**config.mk**
```make
export PLATFORM = sky130hd
export DESIGN_NAME = score_text_decoder
export DESIGN_NICKNAME = d
export VERILOG_FILES = /design/src/rtl/score_text_pkg.sv /design/src/rtl/score_text_decoder_glyph.sv /design/src/rtl/score_text_decoder.sv
export SDC_FILE = /design/constraint.sdc
export NUM_CORES = 1
export LEC_CHECK = 0
export BUFFER_PORTS_ARGS = -buffer_cell sky130_fd_sc_hd__buf_2
export CORE_ASPECT_RATIO = 0.9
export CORE_MARGIN = 3
export CORE_UTILIZATION = 45
export DETAILED_ROUTE_END_ITERATION = 8
export PLACE_DENSITY = 0.71
export SLEW_MARGIN = 20
export SYNTH_ARGS = -nofsm -noshare
export SYNTH_HDL_FRONTEND = slang
export SYNTH_SLANG_ARGS = --single-unit
export TNS_END_PERCENT = 50
```
**constraint.sdc**
```tcl
create_clock -name clk -period 3.98 [get_ports clk]
set_input_delay 0.597 -clock clk [delete_from_list [all_inputs] [get_ports clk]]
set_output_delay 0.597 -clock clk [all_outputs]
set_load 0.02 [all_outputs]
```
**src/rtl/score_text_pkg.sv**
```systemverilog
// Shared definitions for the score text path: glyph constants, the
// decoder FSM state type and the field-extract helper that fixes field order
// for both the encoder and the decoder.
package score_text_pkg;

  localparam int ZERO_INDEX  = 53;
  localparam int CHAR_W      = 6;
  localparam int DIGIT_COUNT = 10;
  localparam int TEXT_MAX_W  = 64;

  typedef enum logic [1:0] {
    IDLE,
    CONV,
    DONE
  } state_e;

  // Field k of a packed text word; field 0 sits in the least significant bits
  // and carries the most significant decimal digit.
  function automatic logic [CHAR_W-1:0] get_field(input logic [TEXT_MAX_W-1:0] text,
                                                  input int unsigned k);
    return text[CHAR_W*k +: CHAR_W];
  endfunction

endpackage

```
**src/rtl/score_text_decoder_glyph.sv**
```systemverilog
// Maps one display glyph index to a decimal digit. Anything outside the
// digit glyph range reports is_digit_o=0 and a digit of zero.
module glyph_to_digit
  import score_text_pkg::*;
#(
  parameter int CHAR_W     = 6,
  parameter int ZERO_INDEX = 53
) (
  input  logic [CHAR_W-1:0] glyph_i,
  output logic [3:0]        digit_o,
  output logic              is_digit_o
);

  localparam logic [CHAR_W:0] LO_G = (CHAR_W+1)'(ZERO_INDEX);
  localparam logic [CHAR_W:0] HI_G = (CHAR_W+1)'(ZERO_INDEX + DIGIT_COUNT - 1);

  logic [CHAR_W:0] glyph_ext;
  logic [3:0]      offset;

  assign glyph_ext  = {1'b0, glyph_i};
  assign is_digit_o = (glyph_ext >= LO_G) && (glyph_ext <= HI_G);
  assign offset     = 4'(glyph_ext - LO_G);
  assign digit_o    = is_digit_o ? offset : 4'd0;

endmodule

```
**src/rtl/score_text_decoder.sv**
```systemverilog
// Converts a packed glyph-index text word back into a binary score, one
// digit per clock, using acc*10 = (acc<<3)+(acc<<1) accumulation with
// saturation at the output width.
module score_text_decoder
  import score_text_pkg::*;
#(
  parameter int NUM_DIGITS = 3,
  parameter int CHAR_W     = 6,
  parameter int OUT_W      = 10,
  parameter int ZERO_INDEX = 53
) (
  input  logic                         clk,
  input  logic                         reset_n,
  input  logic                         start,
  input  logic [NUM_DIGITS*CHAR_W-1:0] text_in,
  output logic                         busy,
  output logic                         ready,
  output logic [OUT_W-1:0]             value,
  output logic                         bad_char,
  output logic                         overflow
);

  localparam int TEXT_W = NUM_DIGITS * CHAR_W;
  localparam int ACC_W  = OUT_W + 4;
  localparam int IDX_W  = (NUM_DIGITS > 1) ? $clog2(NUM_DIGITS) : 1;
  localparam logic [IDX_W-1:0] LAST_IDX = IDX_W'(NUM_DIGITS - 1);
  localparam logic [OUT_W-1:0] SAT_VAL  = {OUT_W{1'b1}};
  localparam logic [ACC_W-1:0] SAT_ACC  = {{(ACC_W-OUT_W){1'b0}}, SAT_VAL};

  state_e              state_q;
  logic [TEXT_W-1:0]   text_q;
  logic [IDX_W-1:0]    idx_q;
  logic [OUT_W-1:0]    acc_q;
  logic                err_q;
  logic                ovf_q;
  logic                busy_q;
  logic                ready_q;
  logic [OUT_W-1:0]    value_q;
  logic                bad_char_q;
  logic                overflow_q;

  logic [TEXT_MAX_W-1:0] text_ext;
  logic [CHAR_W-1:0]     glyph;
  logic [3:0]            digit;
  logic                  is_digit;
  logic [ACC_W-1:0]      acc_sum;
  logic                  sat;
  logic [OUT_W-1:0]      acc_d;

  assign text_ext = TEXT_MAX_W'(text_q);
  assign glyph    = get_field(text_ext, 32'(idx_q));

  glyph_to_digit #(
    .CHAR_W     (CHAR_W),
    .ZERO_INDEX (ZERO_INDEX)
  ) u_glyph_to_digit (
    .glyph_i    (glyph),
    .digit_o    (digit),
    .is_digit_o (is_digit)
  );

  // Next accumulator value: acc*10 + digit, clamped to the output range.
  always_comb begin
    acc_sum = (ACC_W'(acc_q) << 3) + (ACC_W'(acc_q) << 1) + ACC_W'(digit);
    sat     = (acc_sum > SAT_ACC);
    acc_d   = sat ? SAT_VAL : acc_sum[OUT_W-1:0];
  end

  // Conversion FSM with its counter, accumulator and registered outputs.
  always_ff @(posedge clk or negedge reset_n) begin
    if (!reset_n) begin
      state_q    <= IDLE;
      text_q     <= '0;
      idx_q      <= '0;
      acc_q      <= '0;
      err_q      <= 1'b0;
      ovf_q      <= 1'b0;
      busy_q     <= 1'b0;
      ready_q    <= 1'b0;
      value_q    <= '0;
      bad_char_q <= 1'b0;
      overflow_q <= 1'b0;
    end else begin
      ready_q <= 1'b0;
      case (state_q)
        IDLE: begin
          if (start) begin
            text_q  <= text_in;
            acc_q   <= '0;
            err_q   <= 1'b0;
            ovf_q   <= 1'b0;
            idx_q   <= '0;
            state_q <= CONV;
          end
        end
        CONV: begin
          busy_q <= 1'b1;
          acc_q  <= acc_d;
          err_q  <= err_q | ~is_digit;
          ovf_q  <= ovf_q | sat;
          idx_q  <= idx_q + 1'b1;
          if (idx_q == LAST_IDX) begin
            state_q <= DONE;
          end
        end
        DONE: begin
          value_q    <= err_q ? '0 : acc_q;
          bad_char_q <= err_q;
          overflow_q <= ovf_q & ~err_q;
          ready_q    <= 1'b1;
          busy_q     <= 1'b0;
          state_q    <= IDLE;
        end
        default: state_q <= IDLE;
      endcase
    end
  end

  assign busy     = busy_q;
  assign ready    = ready_q;
  assign value    = value_q;
  assign bad_char = bad_char_q;
  assign overflow = overflow_q;

endmodule
```
==> metrics.txt, run 1 <==
total routing resource utilization after global routing roughly 17%; netlist area before placement roughly 0.0028 mm2; overall die height ~81 um; Root Buffer Master sky130_fd_sc_hd__clkbuf_8; worst hold margin 0.2959 ns; transition time of the tightest slew-check pin approximately 0.79 ns; Filler Cell Count 463; Required @ worst endpoint ~4.2 ns; Synth area leader sky130_fd_sc_hd__dfrtp_1; Routed wire per std cell 14.74 um; initial standard-cell utilization of the core 47.68%; crit start category flop; final standard cell count with taps included and fillers excluded 404; global placer's final weighted congestion 0.9241; Multi-input gate area between 0.0015 and 0.002 mm2; most frequent cells after synthesis 48 x sky130_fd_sc_hd__dfrtp_1, 26 x sky130_fd_sc_hd__ha_1, 19 x sky130_fd_sc_hd__mux2_2, 19 x sky130_fd_sc_hd__nand2_1, 18 x sky130_fd_sc_hd__inv_1; CP Class reg -> reg; clock net sink count 48; initial antenna violation count 0; Hold Fails Final Rpt 0; total detailed-routing wirelength roughly 6000 um; maximum number of pins on one net before global-route repair 49; run status complete, but fails checks; Storage cell area about 0.0012 mm2; total clock buffers created by CTS 5; violations in the final reports setup timing; number of iterations in the first detailed-routing pass 4; largest buffer count on any clock path 2; count of endpoints failing setup in the final report 11; library cell with the highest instance count after synthesis sky130_fd_sc_hd__dfrtp_1; Max Fanout on Critical Path 6; number of instances in the placed design 372; setup ws final -0.2092 ns; sequential-to-total area share from yosys stat 43.26%; Arr. time, crit path ~4.4 ns; class of the most critical hold timing path in -> async; Critical Path Sink Type flop; number of global-route vias before repair ~2100; max capacitance violation total 0; share of post-route cells with drive strength above 1 between 40% and 50%; area share of the leading cell type in the synthesized netlist approximately 43%; count of antenna-violating nets left after detailed routing 0; max-slew violations 0; Post-route DRC 0; EDFF count, synth 0; global-route wire length before repair roughly 9600 um; number of standard-cell rows in the floorplan 26; maximum level of the CTS H-tree 2; setup repair after global routing missed its margin yes; Achievable Freq roughly 240 MHz; post-CTS clock slew at the launch and capture registers of the worst setup and hold paths ~0.09 ns; area growth from synthesis to layout 26.95%; Tcrit/Tclk final 105.3%; post-detailed-placement cell area 0.003108 mm2; drt first-iter violations approximately 110; clock tree from TritonCTS yes; dominant synthesized flop cell sky130_fd_sc_hd__dfrtp_1; min cycle time layout between 4 and 5 ns; top cells by area in the synthesized netlist sky130_fd_sc_hd__dfrtp_1 43%, sky130_fd_sc_hd__ha_1 12%, sky130_fd_sc_hd__mux2_2 7.7%; average instance area after synthesis around 11 um2; Chip Width just under 90 um; io pins 35; diode count 0; summed area of non-filler cells in the final layout between 0.003 and 0.004 mm2; worst-case headroom to the max-slew limit between 40% and 50%; Hold Buf Count CTS 0; Final nets approximately 380; proportion of synthesized flip-flops having asynchronous set or reset 100.0%; core region area between 0.005 and 0.006 mm2; total vias in the final route between 2000 and 2500; Remaining Overflow, GRT 0; clock skew after layout 0.005146 ns; Cells after Synth ~260; via density per instance between 5 and 6; net count after synthesis around 310; clock latency of the later-clocked register in the worst-skew pair about 0.3 ns; end-of-flow core utilization roughly three fifths; input/output buffers 34; HPWL after detailed placement about 3900 um; die outline area between 0.007 and 0.008 mm2; flip-flop and latch count after synthesis 48; number of distinct library cells after synthesis 47; count of warnings emitted by yosys 0
[registers in the layout, summed over array words and instances, names as in the netlist]
signal	count
overflow	1
text_q	18
ready	1
err_q	1
value	10
acc_q	10
idx_q	2
bad_char	1
state_q	2
busy	1
ovf_q	1
[cells by family (layout without fill, tap and decap cells)]
group | after synthesis | in the layout | synth area share [%]
buffers and inverters | 28 | 100 | 4.777
AOI/OAI and AO/OA | 74 | 74 | 17.22
xor gates and xnor gates | 7 | 7 | 2.208
adders and majority gates | 28 | 28 | 13.16
and+or+nand+nor | 53 | 53 | 9.869
muxes | 24 | 24 | 9.509
DFF | 48 | 48 | 43.26
[cell usage in the layout (no fill, tap or decap), types with 6 or more instances in the layout]
cell type | netlist | layout
sky130_fd_sc_hd__clkbuf_8 | 0 | 6
sky130_fd_sc_hd__buf_4 | 1 | 39
sky130_fd_sc_hd__buf_2 | 3 | 33
sky130_fd_sc_hd__dfrtp_1 | 48 | 47
sky130_fd_sc_hd__nor2_1 | 8 | 8
sky130_fd_sc_hd__a21oi_1 | 14 | 10
sky130_fd_sc_hd__nand2_1 | 19 | 19
sky130_fd_sc_hd__inv_1 | 18 | 17
sky130_fd_sc_hd__ha_1 | 26 | 22
sky130_fd_sc_hd__mux2_2 | 19 | 19
sky130_fd_sc_hd__o21ai_1 | 11 | 11
sky130_fd_sc_hd__a22oi_1 | 8 | 8
sky130_fd_sc_hd__o21ai_0 | 16 | 15
[worst paths after layout]
path | startpoint | endpoint | slack (ns) | cells past startpoint
worst max register to register | idx_q[1]$_DFFE_PN0P_ | acc_q[9]$_DFFE_PN0P_ | -0.21 | 18
worst min-delay path | reset_n | value[7]$_DFFE_PN0P_ | 0.30 | 1
worst min register to register | ovf_q$_DFFE_PN0P_ | overflow$_DFFE_PN0P_ | 0.50 | 2
worst max-delay path | idx_q[1]$_DFFE_PN0P_ | acc_q[9]$_DFFE_PN0P_ | -0.21 | 18
min in group clk | ovf_q$_DFFE_PN0P_ | overflow$_DFFE_PN0P_ | 0.50 | 2
max in group asynchronous | reset_n | idx_q[1]$_DFFE_PN0P_ | 3.26 | 1
[through the flow]
step | setup TNS [ns] | setup slack, ns
global route | -4.440 | -0.4203
CTS | -0.9033 | -0.09112
finish | -2.210 | -0.2092
global placement | -0.9601 | -0.08831
floorplan | 0 | 0.06870
detailed placement | -2.219 | -0.2089
[metal layers]
metal  share of wire (%)  global-route usage [%]
met1                  48                   23.43
met2                  47                   27.15
met3                 3.8                   3.179
met4                0.64                   3.625
met5                   0                       0
[area by class of cell]
type	count	share of cell area, %
tap	70	2.485
timing repair buffer	74	13.63
multi-input combinational	186	45.12
sequential	48	34.11
inverter	18	1.917
clock buffer	6	2.343
clock inverter	2	0.3905
[critical path, cell delays in order (launching register included)]
cell	delay, ns
sky130_fd_sc_hd__dfrtp_2	0.45
sky130_fd_sc_hd__buf_4	0.15
sky130_fd_sc_hd__nor2b_4	0.16
sky130_fd_sc_hd__a2bb2oi_2	0.10
sky130_fd_sc_hd__buf_4	0.15
sky130_fd_sc_hd__ha_4	0.15
sky130_fd_sc_hd__nand2b_1	0.08
sky130_fd_sc_hd__a21oi_2	0.07
sky130_fd_sc_hd__nor3_2	0.23
sky130_fd_sc_hd__and2_4	0.19
sky130_fd_sc_hd__fa_2	0.46
sky130_fd_sc_hd__fa_2	0.41
sky130_fd_sc_hd__a211oi_2	0.26
sky130_fd_sc_hd__o21a_1	0.20
sky130_fd_sc_hd__a211oi_2	0.08
sky130_fd_sc_hd__or4_4	0.43
sky130_fd_sc_hd__a211oi_4	0.28
sky130_fd_sc_hd__buf_6	0.16
sky130_fd_sc_hd__o21ai_1	0.06
[repair_timing]
action | CTS | global route
setup endpoints to repair | 11 | 11
pin swaps | 16 | 9
resized for setup | 14 | 17
setup buffers | 14 | 9
gates cloned | 1 | 0
Power of run 1 is not shown: default switching activity piles up to over one toggle a cycle in this logic, so the estimate is an artifact.
==> inputs of run 2 (changes only) <==
==> constraint.sdc (replaced) <==
create_clock -name clk -period 3.8 [get_ports clk]
set_input_delay 0.57 -clock clk [delete_from_list [all_inputs] [get_ports clk]]
set_output_delay 0.57 -clock clk [all_outputs]
set_load 0.02 [all_outputs]
==> metrics.txt, run 2 (synthesized netlist as in run 1, its figures left out) <==
run status complete, but fails checks; violations in the final reports setup timing; HPWL after detailed placement 3959 um (+0.52%); Remaining Overflow, GRT 0 (unchanged); Post-route DRC 0 (unchanged); die outline area 0.007149 mm2 (unchanged); io pins 35 (unchanged); number of iterations in the first detailed-routing pass 4 (unchanged); drt first-iter violations 105 (unchanged); CP Class reg -> reg; most common cell after layout, fill and taps aside sky130_fd_sc_hd__dfrtp_1; top register by number of flip-flops text_q; total routing resource utilization after global routing 15.77% (-1.1 points); cells along the critical path mux2i_1 -> a2bb2oi_2 -> inv_1 -> ha_2 -> and4bb_2 -> nor3_2 -> and2_4 -> fa_1 -> ha_1 -> a21oi_2 -> nand4b_1 -> a211oi_2 -> or4_4 -> a211oi_4 -> buf_4 -> o21ai_1; diode count 0 (unchanged); clock tree from TritonCTS yes; overall die height 80.52 um (unchanged); max capacitance violation total 0 (unchanged); Achievable Freq 244.7 MHz (+2.5%); clock net sink count 48 (unchanged); Max Fanout on Critical Path 5 (-1); crit path buf inv count 2 (-1); crit start category flop; class of the most critical hold timing path in -> async; min cycle time layout 4.087 ns (-0.1017 ns); input/output buffers 34 (unchanged); commonest cells after routing, fill and taps aside 47 x sky130_fd_sc_hd__dfrtp_1, 33 x sky130_fd_sc_hd__buf_2, 24 x sky130_fd_sc_hd__ha_1; global placer's final weighted congestion 0.8776 (-5.0%); number of standard-cell rows in the floorplan 26 (unchanged); Required @ worst endpoint 3.98 ns (-0.18 ns); final standard cell count with taps included and fillers excluded 385 (-4.7%); critical path's slowest cell sky130_fd_sc_hd__fa_1; total vias in the final route 2073 (-5.3%); total clock buffers created by CTS 5 (unchanged); Hold Buf Count CTS 0 (unchanged); clock latency of the later-clocked register in the worst-skew pair 0.30 ns (about the same); initial antenna violation count 0 (unchanged); count of antenna-violating nets left after detailed routing 0 (unchanged); initial standard-cell utilization of the core 47.68% (unchanged); largest buffer count on any clock path 2 (unchanged); share of post-route cells with drive strength above 1 33.97% (-6.5 points); area growth from synthesis to layout 20.14%; Arr. time, crit path 4.26 ns (-0.11 ns); worst-case headroom to the max-slew limit 47.03% (-0.44 points); post-placement setup slack -0.3123 ns (-0.1033 ns); Worst path max stage delay 0.50 ns (+0.04 ns); number of instances in the placed design 374 (+0.54%); end-of-flow core utilization 57.28% (-3.2 points); clock skew after layout 0.004814 ns (-0.0003325 ns); Chip Width 88.80 um (unchanged); Root Buffer Master sky130_fd_sc_hd__clkbuf_8; setup repair after global routing missed its margin yes; global-route wire length before repair 9066 um (-5.4%); Largest register FFs 18 (unchanged); total detailed-routing wirelength 5477 um (-8.0%); Routed wire per std cell 14.23 um (-3.5%); maximum number of pins on one net before global-route repair 49 (unchanged); dominant delay contributor by cell family on the critical path simple AND/OR/NAND/NOR gates; number of global-route vias before repair 2013 (-3.3%); via density per instance 5.384 (-0.67%); max-slew violations 0 (unchanged); count of endpoints failing setup in the final report 11 (unchanged); maximum level of the CTS H-tree 2 (unchanged); transition time of the tightest slew-check pin 0.7926 ns (+0.006623 ns); Critical Path Sink Type flop; Tcrit/Tclk final 107.6% (+2.3 points); setup ws final -0.2874 ns (-0.07826 ns); core region area 0.005823 mm2 (unchanged); Hold Fails Final Rpt 0 (unchanged); post-CTS clock slew at the launch and capture registers of the worst setup and hold paths 0.09 ns (about the same); Final nets 363 (-5.0%)
==> run 2: cell types whose count changed in the layout (fill, tap and decap cells not counted), sizes merged <==
cell,change
buf,-19
bufinv,+1
inv,-1
==> run 2: worst register-to-register path, cell delays in order, from the launching register on <==
cell and delay (ns):
sky130_fd_sc_hd__dfrtp_2 0.42, sky130_fd_sc_hd__mux2i_1 0.23, sky130_fd_sc_hd__a2bb2oi_2 0.22, sky130_fd_sc_hd__inv_1 0.08, sky130_fd_sc_hd__ha_2 0.18, sky130_fd_sc_hd__and4bb_2 0.34
sky130_fd_sc_hd__nor3_2 0.06, sky130_fd_sc_hd__and2_4 0.18, sky130_fd_sc_hd__fa_1 0.50, sky130_fd_sc_hd__ha_1 0.33, sky130_fd_sc_hd__a21oi_2 0.15, sky130_fd_sc_hd__nand4b_1 0.22
sky130_fd_sc_hd__a211oi_2 0.10, sky130_fd_sc_hd__or4_4 0.50, sky130_fd_sc_hd__a211oi_4 0.21, sky130_fd_sc_hd__buf_4 0.19, sky130_fd_sc_hd__o21ai_1 0.06
==> run 2: through the flow <==
stage	instance area, um2	hold WS, ns	TNS [ns]
after floorplan	2816	0.2744	-0.9421
after global placement	3138	0.4618	-2.346
after detailed placement	3138	0.4968	-3.367
after CTS	3261	0.4866	-3.201
after global routing	3336	0.3001	-5.909
final	3336	0.2637	-2.967
==> run 2: what timing repair did <==
item,CTS,global route
setup endpoints to repair,11,11
gates cloned,0,1
pin swaps,0,2
setup buffers,0,2
gates resized for setup,1,12
==> run 2: path summary, 6_finish.rpt <==
check / to / start / slack (ns) / depth (start not counted)
worst max-delay path: acc_q[5]$_DFFE_PN0P_ / idx_q[1]$_DFFE_PN0P_ / -0.29 / 16
worst min-delay path: value[2]$_DFFE_PN0P_ / reset_n / 0.26 / 1
worst max register to register: acc_q[5]$_DFFE_PN0P_ / idx_q[1]$_DFFE_PN0P_ / -0.29 / 16
worst min register to register: text_q[2]$_DFFE_PN0P_ / text_q[2]$_DFFE_PN0P_ / 0.51 / 1
max in group asynchronous: idx_q[1]$_DFFE_PN0P_ / reset_n / 3.11 / 1
min in group clk: text_q[17]$_DFFE_PN0P_ / text_in[17] / 0.49 / 2
==> run 2: layer usage <==
metal / vias up / global-route usage [%] / wire [um] / share of wire, %
met5: - / 0 / 0 / 0
met4: 0 / 3.021 / 0 / 0
met3: 0 / 3.590 / 191 / 3.5
met2: 41 / 24.93 / 2621 / 48
met1: 983 / 22.12 / 2663 / 49
li1: 1049 / - / - / -
==> run 2: area by class of cell <==
| class | count | area, um2 |
|---|---|---|
| Timing Repair Buffer | 55 | 334.1 |
| Tap cell | 70 | 87.58 |
| Fill cell | 491 | 2487 |
| Multi-Input combinational cell | 186 | 1523 |
| Inverter | 18 | 67.56 |
| Clock inverter | 2 | 38.79 |
| Sequential cell | 48 | 1202 |
| Clock buffer | 6 | 82.58 |
Power of run 2 is left out for the same reason.
==> inputs of run 3 (changes only) <==
--- a/config.mk
+++ b/config.mk
@@ -5,12 +5,12 @@
 export SDC_FILE = /design/constraint.sdc
 export NUM_CORES = 1
 export LEC_CHECK = 0
-export BUFFER_PORTS_ARGS = -buffer_cell sky130_fd_sc_hd__buf_2
 export CORE_ASPECT_RATIO = 0.9
 export CORE_MARGIN = 3
 export CORE_UTILIZATION = 45
 export DETAILED_ROUTE_END_ITERATION = 8
-export PLACE_DENSITY = 0.71
+export DONT_BUFFER_PORTS = 1
+export PLACE_DENSITY = 0.66
 export SLEW_MARGIN = 20
 export SYNTH_ARGS = -nofsm -noshare
 export SYNTH_HDL_FRONTEND = slang
==> metrics.txt, run 3 (synthesized netlist as in run 1, its figures left out) <==
Arr. time, crit path 4.30 ns (+0.04 ns); HPWL after detailed placement 3928 um (-0.79%); violations in the final reports setup timing; grt met3 use 3.590% (unchanged); Filler Cell Count 484 (-1.4%); cells along the critical path mux2i_2 -> a2bb2oi_2 -> inv_1 -> ha_2 -> and4bb_2 -> nor3_2 -> and2_1 -> fa_1 -> ha_1 -> a21oi_2 -> nand4b_1 -> a211oi_1 -> or4_1 -> a211oi_2 -> buf_6 -> o21ai_1; number of global-route vias before repair 1894 (-5.9%); count of endpoints failing setup in the final report 11 (unchanged); run status complete, but fails checks; flop-to-flop setup slack -0.33 ns (-0.04 ns); maximum level of the CTS H-tree 2 (unchanged); Root Buffer Master sky130_fd_sc_hd__clkbuf_8; core region area 0.005823 mm2 (unchanged); clock tree from TritonCTS yes; commonest cells after routing, fill and taps aside 47 x sky130_fd_sc_hd__dfrtp_1, 23 x sky130_fd_sc_hd__ha_1, 20 x sky130_fd_sc_hd__buf_4; Tcrit/Tclk final 108.6% (+1.0 points); total detailed-routing wirelength 5469 um (-0.15%); class of the most critical hold timing path in -> async; die outline area 0.007149 mm2 (unchanged); number of iterations in the first detailed-routing pass 4 (unchanged); clock skew after layout 0.01058 ns (+0.005766 ns); total routing resource utilization after global routing 15.74% (-0.034 points); Largest register FFs 18 (unchanged); via density per instance 5.639 (+4.7%); clock latency of the later-clocked register in the worst-skew pair 0.31 ns (about the same); Critical Path Sink Type flop; top register by number of flip-flops text_q; global-route track usage on met2 24.18% (-0.74 points); critical path's slowest cell sky130_fd_sc_hd__fa_1; global-route wire length before repair 8866 um (-2.2%); total vias in the final route 1985 (-4.2%); Chip Width 88.80 um (unchanged); area growth from synthesis to layout 15.32%; Routed wire per std cell 15.54 um (+9.2%); number of standard-cell rows in the floorplan 26 (unchanged); startpoint of the most critical setup path idx_q[1]$_DFFE_PN0P_; setup ws final -0.3271 ns (-0.03967 ns); Max Fanout on Critical Path 11 (+6); drt first-iter violations 100 (-4.8%); overall die height 80.52 um (unchanged); most common cell after layout, fill and taps aside sky130_fd_sc_hd__dfrtp_1; input/output buffers 0 (-100%); transition time of the tightest slew-check pin 0.7832 ns (-0.009430 ns); io pins 35 (unchanged); min cycle time layout 4.127 ns (+0.03967 ns); total clock buffers created by CTS 5 (unchanged); Achievable Freq 242.3 MHz (-0.96%); global placer's final weighted congestion 0.8752 (-0.27%); Required @ worst endpoint 3.97 ns (about the same); Fin Setup TNS -3.389 ns (-0.4217 ns); crit start category flop; Post-route DRC 0 (unchanged); M1 GR Usage 22.17% (+0.050 points); final standard cell count with taps included and fillers excluded 352 (-8.6%); R2R Path Start idx_q[1]$_DFFE_PN0P_; maximum number of pins on one net before global-route repair 49 (unchanged); diode count 0 (unchanged); worst hold margin 0.1044 ns (-0.1593 ns); CP Class reg -> reg; max-slew violations 0 (unchanged); initial antenna violation count 0 (unchanged); setup repair after global routing missed its margin yes; post-CTS clock slew at the launch and capture registers of the worst setup and hold paths 0.10 ns (about the same); post-placement setup slack -0.3983 ns (-0.08602 ns); Remaining Overflow, GRT 0 (unchanged); Final nets 330 (-9.1%); count of antenna-violating nets left after detailed routing 0 (unchanged); Most Used Layer, Global Route met2; largest buffer count on any clock path 2 (unchanged); worst-case headroom to the max-slew limit 47.66% (+0.63 points); Hold Fails Final Rpt 0 (unchanged); number of instances in the placed design 342 (-8.6%); share of post-route cells with drive strength above 1 25.89% (-8.1 points); max capacitance violation total 0 (unchanged); initial standard-cell utilization of the core 47.68% (unchanged); clock net sink count 48 (unchanged); Worst path max stage delay 0.51 ns (about the same)
==> run 3: worst max-delay path, delay by kind of cell, from the launching register on <==
kind            cells  cell delay [ns]
simple gates        5             1.33
flops               1             0.46
compound gates      5             0.70
mux                 1             0.25
fa+ha+maj           3             1.01
buf+inv             2             0.25
==> run 3: final timing paths <==
path | end | cells after the start
max | acc_q[3]$_DFFE_PN0P_ | 16
min | text_q[16]$_DFFE_PN0P_ | 1
max reg2reg | acc_q[3]$_DFFE_PN0P_ | 16
min reg2reg | overflow$_DFFE_PN0P_ | 2
max in group asynchronous | idx_q[1]$_DFFE_PN0P_ | 1
min in group clk | text_q[1]$_DFFE_PN0P_ | 1
==> run 3: per-layer routing <==
layer,part of all wire [%],vias up
li1,-,981
met1,48,944
met2,47,55
met3,4.9,5
met4,0.79,0
met5,0,-
==> run 3: metrics by stage <==
step           area (um2)  utilization [%]
2_1_floorplan        2816                -
3_3_place_gp         2983            51.22
3_5_place_dp         2983            51.22
4_1_cts              3178            54.58
5_1_grt              3202            54.98
6_report             3202            54.98
==> run 3: area by class of cell <==
class                   count  area [um2]  share of cell area [%]
flip-flops and latches     48        1202                   37.55
inverters                  18       67.56                   2.110
clock buffers               5       68.82                   2.149
repair buffers             22       188.9                   5.901
clock inverters             3       68.82                   2.149
multi-input cells         186        1518                   47.40
well taps                  70       87.58                   2.735
==> run 3: what timing repair did <==
item / CTS / global route
hold buffers: 1 / 0
pin swaps: 1 / 0
gates cloned: 0 / 0
endpoints found under the hold margin: 48 / 0
gates resized for setup: 6 / 5
buffers inserted: 1 / 0
setup endpoints to repair: 11 / 11
Power of run 3 is left out for the same reason.
